File: src/rtl/armv7_multicycle_core.sv
`default_nettype none
// ============================================================================
// Module   : armv7_multicycle_core
// Purpose  : Multi-cycle ARMv7-subset core (I/R/D/B formats). It has one shared
//            instruction/data memory port with a req/ack handshake, so memories
//            of any latency can be attached.
// Ports    : Clock, Reset (sync, active-high), Halt (stop at the next
//            instruction boundary)
//            mem_req/mem_we/mem_addr/mem_wdata -> memory request
//            mem_rdata/mem_ack                 <- memory response
//            pc, instr, state, flags {N,Z,C,V}, retired -> debug/observation
// Revision : 1.0 - initial multi-cycle release
// ============================================================================
module armv7_multicycle_core #(
    parameter int ADDR_WIDTH = 10
) (
    input  logic                  Clock,
    input  logic                  Reset,
    input  logic                  Halt,
    output logic                  mem_req,
    output logic                  mem_we,
    output logic [ADDR_WIDTH-1:0] mem_addr,
    output logic [31:0]           mem_wdata,
    input  logic [31:0]           mem_rdata,
    input  logic                  mem_ack,
    output logic [ADDR_WIDTH-1:0] pc,
    output logic [31:0]           instr,
    output logic [2:0]            state,
    output logic [3:0]            flags,
    output logic                  retired
);

    typedef enum logic [2:0] {
        FETCH  = 3'd0,
        DECODE = 3'd1,
        EXEC   = 3'd2,
        MEM    = 3'd3,
        HALTED = 3'd4
    } state_t;

    state_t                r_state;
    state_t                w_next_state;
    logic [ADDR_WIDTH-1:0] r_pc;
    logic [ADDR_WIDTH-1:0] r_addr;
    logic [31:0]           r_instr;
    logic [31:0]           r_wdata;
    logic [31:0]           r_op_a;
    logic [31:0]           r_op_b;
    logic [3:0]            r_flags;
    logic                  r_cond_ok;
    logic [31:0]           r_regs [16];

    // Instruction fields
    logic [3:0] w_cond, w_opcode, w_rn, w_rd;
    logic [2:0] w_itype;
    logic       w_s, w_u, w_l;
    logic       w_is_i, w_is_r, w_is_d, w_is_b;

    assign w_cond   = r_instr[31:28];
    assign w_itype  = r_instr[27:25];
    assign w_opcode = r_instr[24:21];
    assign w_u      = r_instr[23];
    assign w_s      = r_instr[20];
    assign w_l      = r_instr[20];
    assign w_rn     = r_instr[19:16];
    assign w_rd     = r_instr[15:12];
    assign w_is_i   = (w_itype == 3'b001);
    assign w_is_r   = (w_itype == 3'b000);
    assign w_is_d   = (w_itype == 3'b010);
    assign w_is_b   = (w_itype == 3'b101);

    function automatic logic [31:0] ror32(input logic [31:0] x, input logic [4:0] n);
        logic [63:0] t;
        t = {x, x} >> n;
        return t[31:0];
    endfunction

    // Groups of two conditions share a base test; the low cond bit inverts it.
    // Group 7 has base 1, so AL passes and 1111 never does.
    function automatic logic cond_pass(input logic [3:0] c, input logic [3:0] f);
        logic base;
        case (c[3:1])
            3'd0:    base = f[2];
            3'd1:    base = f[1];
            3'd2:    base = f[3];
            3'd3:    base = f[0];
            3'd4:    base = f[1] & ~f[2];
            3'd5:    base = (f[3] == f[0]);
            3'd6:    base = ~f[2] & (f[3] == f[0]);
            default: base = 1'b1;
        endcase
        return base ^ c[0];
    endfunction

    // Operand 2 generation, used in DECODE
    logic [31:0] w_rm, w_shifted, w_imm_rot;
    logic [4:0]  w_shamt;

    assign w_shamt   = r_instr[11:7];
    assign w_imm_rot = ror32({{24{r_instr[7]}}, r_instr[7:0]}, {r_instr[11:8], 1'b0});

    always_comb begin
        w_rm = r_regs[r_instr[3:0]];
        case (r_instr[6:5])
            2'b00:   w_shifted = w_rm << w_shamt;
            2'b01:   w_shifted = w_rm >> w_shamt;
            2'b10:   w_shifted = $signed(w_rm) >>> w_shamt;
            default: w_shifted = ror32(w_rm, w_shamt);
        endcase
    end

    // ALU. All arithmetic ops share one 33-bit adder. Subtracts use x + ~y + cin,
    // so bit 32 is directly the ARM not-borrow carry.
    logic [31:0] w_add_x, w_add_y, w_logic_res, w_alu_res;
    logic        w_add_cin, w_arith, w_alu_v, w_rd_we;
    logic [32:0] w_sum;
    logic [3:0]  w_alu_flags;

    always_comb begin
        w_add_x     = r_op_a;
        w_add_y     = r_op_b;
        w_add_cin   = 1'b0;
        w_arith     = 1'b1;
        w_logic_res = 32'd0;
        case (w_opcode)
            4'b0010, 4'b1010: begin w_add_y = ~r_op_b; w_add_cin = 1'b1; end
            4'b0011: begin w_add_x = r_op_b; w_add_y = ~r_op_a; w_add_cin = 1'b1; end
            4'b0100, 4'b1011: ;
            4'b0101: w_add_cin = r_flags[1];
            4'b0110: begin w_add_y = ~r_op_b; w_add_cin = r_flags[1]; end
            4'b0111: begin w_add_x = r_op_b; w_add_y = ~r_op_a; w_add_cin = r_flags[1]; end
            default: w_arith = 1'b0;
        endcase
        case (w_opcode)
            4'b0000, 4'b1000: w_logic_res = r_op_a & r_op_b;
            4'b0001, 4'b1001: w_logic_res = r_op_a ^ r_op_b;
            4'b1100:          w_logic_res = r_op_a | r_op_b;
            4'b1101:          w_logic_res = r_op_b;
            4'b1110:          w_logic_res = r_op_a & ~r_op_b;
            4'b1111:          w_logic_res = ~r_op_b;
            default:          w_logic_res = 32'd0;
        endcase
    end

    assign w_sum       = {1'b0, w_add_x} + {1'b0, w_add_y} + {32'd0, w_add_cin};
    assign w_alu_res   = w_arith ? w_sum[31:0] : w_logic_res;
    assign w_alu_v     = (w_add_x[31] == w_add_y[31]) & (w_sum[31] != w_add_x[31]);
    assign w_alu_flags = {w_alu_res[31], (w_alu_res == 32'd0),
                          w_arith ? w_sum[32] : r_flags[1],
                          w_arith ? w_alu_v   : r_flags[0]};
    assign w_rd_we     = ~w_opcode[3] | w_opcode[2];

    // Address arithmetic wraps naturally at ADDR_WIDTH bits
    logic [ADDR_WIDTH-1:0] w_pc_plus4, w_br_target, w_d_addr;

    assign w_pc_plus4  = r_pc + ADDR_WIDTH'(4);
    assign w_br_target = r_pc + ADDR_WIDTH'({r_instr[7:0], 2'b00});
    assign w_d_addr    = w_u ? (r_op_a[ADDR_WIDTH-1:0] + ADDR_WIDTH'(r_instr[9:0]))
                             : (r_op_a[ADDR_WIDTH-1:0] - ADDR_WIDTH'(r_instr[9:0]));

    // State register
    always_ff @(posedge Clock) begin
        if (Reset) r_state <= FETCH;
        else       r_state <= w_next_state;
    end

    // Next state and memory-port outputs (combinational from registered state)
    always_comb begin
        w_next_state = r_state;
        mem_req      = 1'b0;
        mem_we       = 1'b0;
        mem_addr     = '0;
        retired      = 1'b0;
        case (r_state)
            FETCH: begin
                mem_req  = 1'b1;
                mem_addr = r_pc;
                if (mem_ack) w_next_state = DECODE;
            end
            DECODE: w_next_state = EXEC;
            EXEC: begin
                if (w_is_d & r_cond_ok) begin
                    w_next_state = MEM;
                end else begin
                    retired      = 1'b1;
                    w_next_state = Halt ? HALTED : FETCH;
                end
            end
            MEM: begin
                mem_req  = 1'b1;
                mem_we   = ~w_l;
                mem_addr = r_addr;
                if (mem_ack) begin
                    retired      = 1'b1;
                    w_next_state = Halt ? HALTED : FETCH;
                end
            end
            HALTED: if (!Halt) w_next_state = FETCH;
            default: w_next_state = FETCH;
        endcase
        // A request is dropped outright while Reset is high
        if (Reset) begin
            mem_req = 1'b0;
            mem_we  = 1'b0;
            retired = 1'b0;
        end
    end

    // Datapath
    always_ff @(posedge Clock) begin
        if (Reset) begin
            r_pc      <= '0;
            r_addr    <= '0;
            r_instr   <= 32'd0;
            r_wdata   <= 32'd0;
            r_op_a    <= 32'd0;
            r_op_b    <= 32'd0;
            r_flags   <= 4'd0;
            r_cond_ok <= 1'b0;
            for (int i = 0; i < 16; i++) r_regs[i] <= 32'd0;
        end else begin
            case (r_state)
                FETCH: if (mem_ack) r_instr <= mem_rdata;
                DECODE: begin
                    r_op_a    <= r_regs[w_rn];
                    r_op_b    <= w_is_i ? w_imm_rot : w_shifted;
                    r_cond_ok <= cond_pass(w_cond, r_flags);
                end
                EXEC: begin
                    if (w_is_d & r_cond_ok) begin
                        r_addr  <= w_d_addr;
                        r_wdata <= r_regs[w_rd];
                    end else begin
                        r_pc <= (r_cond_ok & w_is_b) ? w_br_target : w_pc_plus4;
                        if (r_cond_ok & (w_is_i | w_is_r)) begin
                            if (w_rd_we) r_regs[w_rd] <= w_alu_res;
                            if (w_s)     r_flags      <= w_alu_flags;
                        end
                    end
                end
                MEM: begin
                    if (mem_ack) begin
                        if (w_l) r_regs[w_rd] <= mem_rdata;
                        r_pc <= w_pc_plus4;
                    end
                end
                default: ;
            endcase
        end
    end

    assign pc        = r_pc;
    assign instr     = r_instr;
    assign state     = r_state;
    assign flags     = r_flags;
    assign mem_wdata = r_wdata;

endmodule
`default_nettype wire

File: config.mk
export PLATFORM = sky130hd
export DESIGN_NAME = armv7_multicycle_core
export DESIGN_NICKNAME = d
export VERILOG_FILES = /design/src/rtl/armv7_multicycle_core.sv
export SDC_FILE = /design/constraint.sdc
export NUM_CORES = 2
export LEC_CHECK = 0
export CAP_MARGIN = 20
export CORE_MARGIN = 1
export CORE_UTILIZATION = 45
export DETAILED_ROUTE_END_ITERATION = 8
export SYNTH_ARGS = -nofsm -noshare
export SYNTH_HDL_FRONTEND = slang
export SYNTH_SLANG_ARGS = --single-unit
File: constraint.sdc
create_clock -name Clock -period 9.7 [get_ports Clock]
set_clock_uncertainty 0.15 [all_clocks]
set_input_delay 1.94 -clock Clock [delete_from_list [all_inputs] [get_ports Clock]]
set_output_delay 1.94 -clock Clock [all_outputs]
set_load 0.03 [all_outputs]
======== Word-level counts from Yosys, hierarchy flattened ========
Memories as Yosys holds them, arrays and structs flattened. A register that Yosys moved wholly into a read port is not among the register bits.
Cells that the tools add are included.
W data, S select, Z words.
cells by class
  add/subtract/negate cells ............... 6
  equality and inequality tests ........... 37
  reductions and logical operators ........ 22
  bitwise gates (word level) .............. 20
  muxes and demuxes ....................... 50
  shifts and indexed selects .............. 5
operator list
  operator              count
  $pmux W32 S6          1
  $mux W32              5
  $shr A64 B5 Y32       2
  $pmux W32 S3          1
  $and A32 B32 Y32      2
  $not A32 Y32          2
  $pmux W32 S2          1
  $mux W10              4
  $pmux W10 S2          2
  $add A32 B32 Y33      1
  $add A33 B1 Y33       1
  $eq A4 B4 Y1 const B  8
  $logic_not A32 Y1     1
  $or A32 B32 Y32       1
  $reduce_or A32 Y1     1
  $shl A32 B5 Y32       1
  $shr A32 B5 Y32       1
  $sshr A32 B5 Y32      1
  $xor A32 B32 Y32      1
  $mux W1               24
  $add A10 B10 Y10      2
  $eq A4 B3 Y1 const B  4
  $eq A3 B2 Y1 const B  5
  $eq A3 B3 Y1 const B  5
  other kinds (30)      63
storage, ports and cells
  memory bits (writable) .................. 512
  input port bits ......................... 36
  flip-flop bits (word level) ............. 92
  memories ................................ 1
  output and inout port bits .............. 94
memory list
  memory  words  width  read ports  clocked after Yosys merged registers in  write ports  line  RTL
  r_regs  16     32     3           3                                        16           51    logic [31:0] r_regs [16];

======== Depth between registers and ports, before layout ========
  depth after elaboration ................. 11
  mapped depth ............................ 24
  gate-level depth less buffers ........... 18

======== Worst setup path before layout ========
No wires, ideal clock.
  path type ............................... reg-to-reg
  start point ............................. register r_instr[22], in the netlist instr[22]
  end point ............................... memory r_regs[11][31], data pin
  path slack .............................. 3.848 ns
  library setup time ...................... 0.259 ns
  path buffers ............................ 9
  period minus slack after synthesis ...... 5.852 ns
  data arrival time ....................... 5.443 ns
  cell stages (with the launch flop) ...... 24
  data required time ...................... 9.291 ns
  path through ............................ dfxtp_1 buf_2 buf_2 buf_2 buf_1 clkbuf_1 nand3_1 clkbuf_1 clkbuf_1 nand2_1 o21ai_0 ha_1 clkbuf_1 nand2_1 o21a_1 a21oi_1 o21ai_0 nor2_1 a21boi_0 o2111a_1 a21o_1 o31ai_1 buf_2 nor2_1
RTL lines
  item                    line  RTL
  from (decl)             45    logic [31:0] r_instr;
  from (signal assigned)  223   FETCH: if (mem_ack) r_instr <= mem_rdata;
  to (decl)               51

======== Final worst setup path ========
  start point ............................. register r_instr[22], in the netlist instr[22]
  end point ............................... register r_flags[2], in the netlist flags[2]
between the ends
  longest elaborated chain between the ends .. 7
  elaborated cells between the ends (all ways) .. 32
  classes of those cells .................. add/sub (2); eq/ne (15); mux (6); reduce/logical (9)
RTL lines
  item                                                                          line  RTL
  $eq A4 B3 Y1 (tied with other cells)                                          125   case (w_opcode)
  $reduce_or A3 Y1 (no source line) / $reduce_or A2 Y1 (equally long branches)  --
  $pmux W32 S2 / $mux W32 (equally long branches)                               125
  $add A32 B32 Y33                                                              145   assign w_sum = {1'b0, w_add_x} + {1'b0, w_add_y} + {32'd0, w_add_cin};
  $add A33 B1 Y33                                                               145
  $mux W32 *                                                                    146   assign w_alu_res = w_arith ? w_sum[31:0] : w_logic_res;
  $logic_not A32 Y1 *                                                           148   assign w_alu_flags = {w_alu_res[31], (w_alu_res == 32'd0),
  to (signal assigned)                                                          237   if (w_s) r_flags <= w_alu_flags;
  to (decl)                                                                     49    logic [3:0] r_flags;
Every way passes the cells marked *; elsewhere a longest branch is shown, timed or not.
A chain may end at the register's enable or synchronous reset.

==> results.txt <==
- The most used flip-flop cell after synthesis is edfxtp_1.
- Layout Utilization: approximately half
- Final critical-path share of the clock period: between 70% and 80%
- Sum Neg Setup Slack: 0 ns
- Port Buf Inserts: ~130
- Die boundary width: roughly 330 um
* Routed len/inst: 34.0 um
- Post-synth EDFFs: 512
- Global routing finished with a remaining overflow of 0.
* Standard-cell rows: between 100 and 150
* Clk network pwr share: 35.6%
* Sequential share of the synthesized area: roughly 39%
* Crit path required time: approximately 10 ns
- Number of buffers inserted during clock tree synthesis: a little under 80
- Summed over all cells, the static leakage comes to between 15 and 20 nW.
- Yosys Warn Count: 0
- The pre-antenna-repair detailed-routing pass consisted of 6 iterations.
* Unrepaired setup endpoints after global routing: no
- In this run, the number of DRC markers left after iteration 0 of detailed routing was roughly 6,900.
* IO Count: 130
- Worst Tran Pin Value: roughly 1.2 ns
* Largest net degree at the start of global routing: 102
- Cells resized by post-CTS repair: 0
* Maximum vdd ir drop: approximately 0.15 mV
* Average via count per standard cell: between 7 and 8
- CP max FO: 54
* Maximum buffer depth of the clock tree: 3
- Final period demand of the worst path: 6.82 ns
- Drt drc: 0
* Kind of critical path: register to register
* Global Route Usage Sum: about 37%
* Type of the worst min-delay path: register to register
- The clock reaches the later pin of the worst-skew pair after roughly 0.67 ns.
- The root buffer cell chosen for the clock tree is clkbuf_16.
- The finished cells cover roughly 53,000 sq um.
- Clock-pin slew was measured on the worst setup and hold paths at 0.06 ns.
- Async SR Flop Fraction: 0%
* Clock Sink Count: 670
* Achievable frequency: between 0.1 and 0.15 GHz
* Hold Buf Count CTS: 0
- In this run the power density over the cells is between 150 and 200 nW/um^2.
- Synthesized instance count: between 4,000 and 5,000
- In this run the post-CTS setup repair buffer count came out at 0.
* Initial Utilization: between 40% and 50%
- In this run, synthesis produced a sequential element count of 670.
- The library cell used most frequently in the layout, excluding fill and tap cells, is nor2_1.
- Measured against its own limit, the worst slew margin works out to a little over a fifth.
- Sequential power share: just under 40%
- Slew Limit Fails: 0
* Wire length of the first global-routing pass: 288,000 um
- Worst setup EP type: register
* Switching power share of the total: about a third
- Per report_power, the combinational group accounts for roughly a quarter of the total.
- Counting the fill cells in the layout gives 9,443.
- STA classifies the critical path startpoint as a register.
* Placed wire-length estimate: 137,000 um
- Cell area after placement: 50,000 sq um
- Avg Inst Size Synth: 10.4 sq um
- Routability-driven placement finished with a final weighted congestion of between 1 and 1.5.
- Share of cells above drive strength 1: 18.5%
- After the last flow step, the layout net total stands at 4,613.
- After synthesis the cells add up to ~48,000 sq um.
* Die Area: ~110,000 sq um
- DRT antenna net count: 0
- Internal Pwr Total: around 0.0058 W
- After detailed routing, the total wire length is between 200,000 and 250,000 um.
- The run finished with clean final reports.
* Count of vias placed by the detailed router: roughly 42,000
- Core area: between 100,000 and 150,000 sq um
- Summed over all nets, the switching power comes to ~0.0029 W.
- The initial antenna violation count was 3.
- The area growth from synthesis to layout is 10.7%.
* Number of hold violations in the final report: 0
* # Max-Cap Violations: 0
- Height of the die: 327 um
- TritonCTS built the clock tree.
- In the layout the commonest cells are 744 x nor2_1, 512 x edfxtp_1, 494 x nand2_1.
* Number of global-route vias before repair: approximately 39,000
- In this run the number of H-tree levels came out at 3.
- Setup violations remaining at the end of the flow were counted as 0.
* Worst path arrival time: just over 7 ns
- The synthesized netlist contains 88 unique library cells.
[power groups by stage]
stage	Clock [W]	Combinational, W	Sequential [W]
finish	0.00312	0.00224	0.00339
global route	0.00323	0.00233	0.00340
CTS	0.00313	0.00216	0.00338
detailed placement	0	0.00215	0.00344
global placement	0	0.00214	0.00344
floorplan	0	0.00144	0.00333
[path summary, 6_finish.rpt]
kind,from,endpoint,slack [ns],cells past startpoint
worst max-delay path,instr[22],flags[2],2.88,17
worst min-delay path,mem_wdata[8],mem_wdata[8],0.30,2
worst max register to register,instr[22],flags[2],2.88,17
worst min register to register,mem_wdata[8],mem_wdata[8],0.30,2
[Yosys cell counts, drive strengths merged, types with 10 or more instances]
cell type,n,area (sq um)
a211o,15,131
a211oi,51,388
a21o,23,173
a21oi,280,1400
a221o,14,140
a221oi,26,234
a222oi,13,130
a22o,26,228
a22oi,56,420
a31oi,23,144
and2,23,144
and3,13,81.3
buf,113,621
clkbuf,317,1190
dfxtp,158,3160
edfxtp,512,15400
ha,81,1010
inv,99,372
mux2,47,529
mux2i,107,1070
mux4,451,10200
nand2,523,1960
nand2b,20,125
nand3,65,325
nand4,17,106
nor2,746,2800
nor2b,24,150
nor3,74,370
nor3b,10,80.1
o2111ai,12,105
o211ai,37,278
o21a,23,173
o21ai,257,1290
o21bai,13,97.6
o221ai,12,105
o22a,13,114
o22ai,47,294
o311ai,13,114
o31ai,18,135
or2,10,62.6
or3,13,81.3
xnor2,43,377
xor2,15,131
[state kept, by name, indices dropped and copies added (netlist names), named ones only]
name,cells
r_cond_ok,1
r_op_b,32
flags,4
r_op_a,32
state,3
r_regs,512
pc,8
r_addr,10
instr,32
mem_wdata,32
[metrics by stage]
step           total power, W  setup WS (ns)  hold WS, ns  instances
2_1_floorplan         0.00477           3.85        0.282       4586
3_3_place_gp          0.00558           3.15        0.291       5786
3_5_place_dp          0.00559           3.12        0.299       5790
4_1_cts               0.00867           3.08        0.306       5934
5_1_grt               0.00895           2.70        0.328       5936
6_report              0.00875           2.88        0.304       5938
[cells by family after synthesis]
| family | count (synthesis) | synth area share [%] |
|---|---|---|
| xor gates and xnor gates | 58 | 1.07 |
| other | 1 | 0.00788 |
| AOI/OAI and AO/OA | 1065 | 14.6 |
| buffers and inverters | 533 | 4.62 |
| adders and majority gates | 85 | 2.30 |
| DFF | 670 | 39.0 |
| muxes | 605 | 24.7 |
| and+or+nand+nor | 1568 | 13.7 |
[worst max-delay path, cell delays in order, from the launching register on]
cell      delay, ns
dfxtp_2        0.31
buf_4          0.59
nand2_1        0.23
o21bai_4       0.88
nor2_1         0.08
a211oi_1       0.28
fa_1           0.25
inv_1          0.06
fa_1           0.47
a211oi_1       0.53
nor2_1         0.14
a31oi_1        0.30
a21boi_0       0.39
a211o_1        0.39
or4b_1         0.51
nor4b_1        0.76
nand4_1        0.20
o21ai_0        0.19
[final cells by class]
cell class	instances	area, sq um	area share (%)
Antenna cell	2	5.00	0.00950
Clock buffer	101	2160	4.10
Clock inverter	43	485	0.921
Inverter	103	387	0.734
Multi-Input combinational cell	3383	27000	51.3
Sequential cell	670	18600	35.3
Tap cell	1380	1730	3.28
Timing Repair Buffer	256	2290	4.34
[layer usage]
metal,share of wire (%),GRT usage (%)
met2,43,54.9
met3,13,9.96
met1,37,49.9
met5,0,0
met4,6.6,21.1
Note: power is estimated with default switching activity, not from simulation.
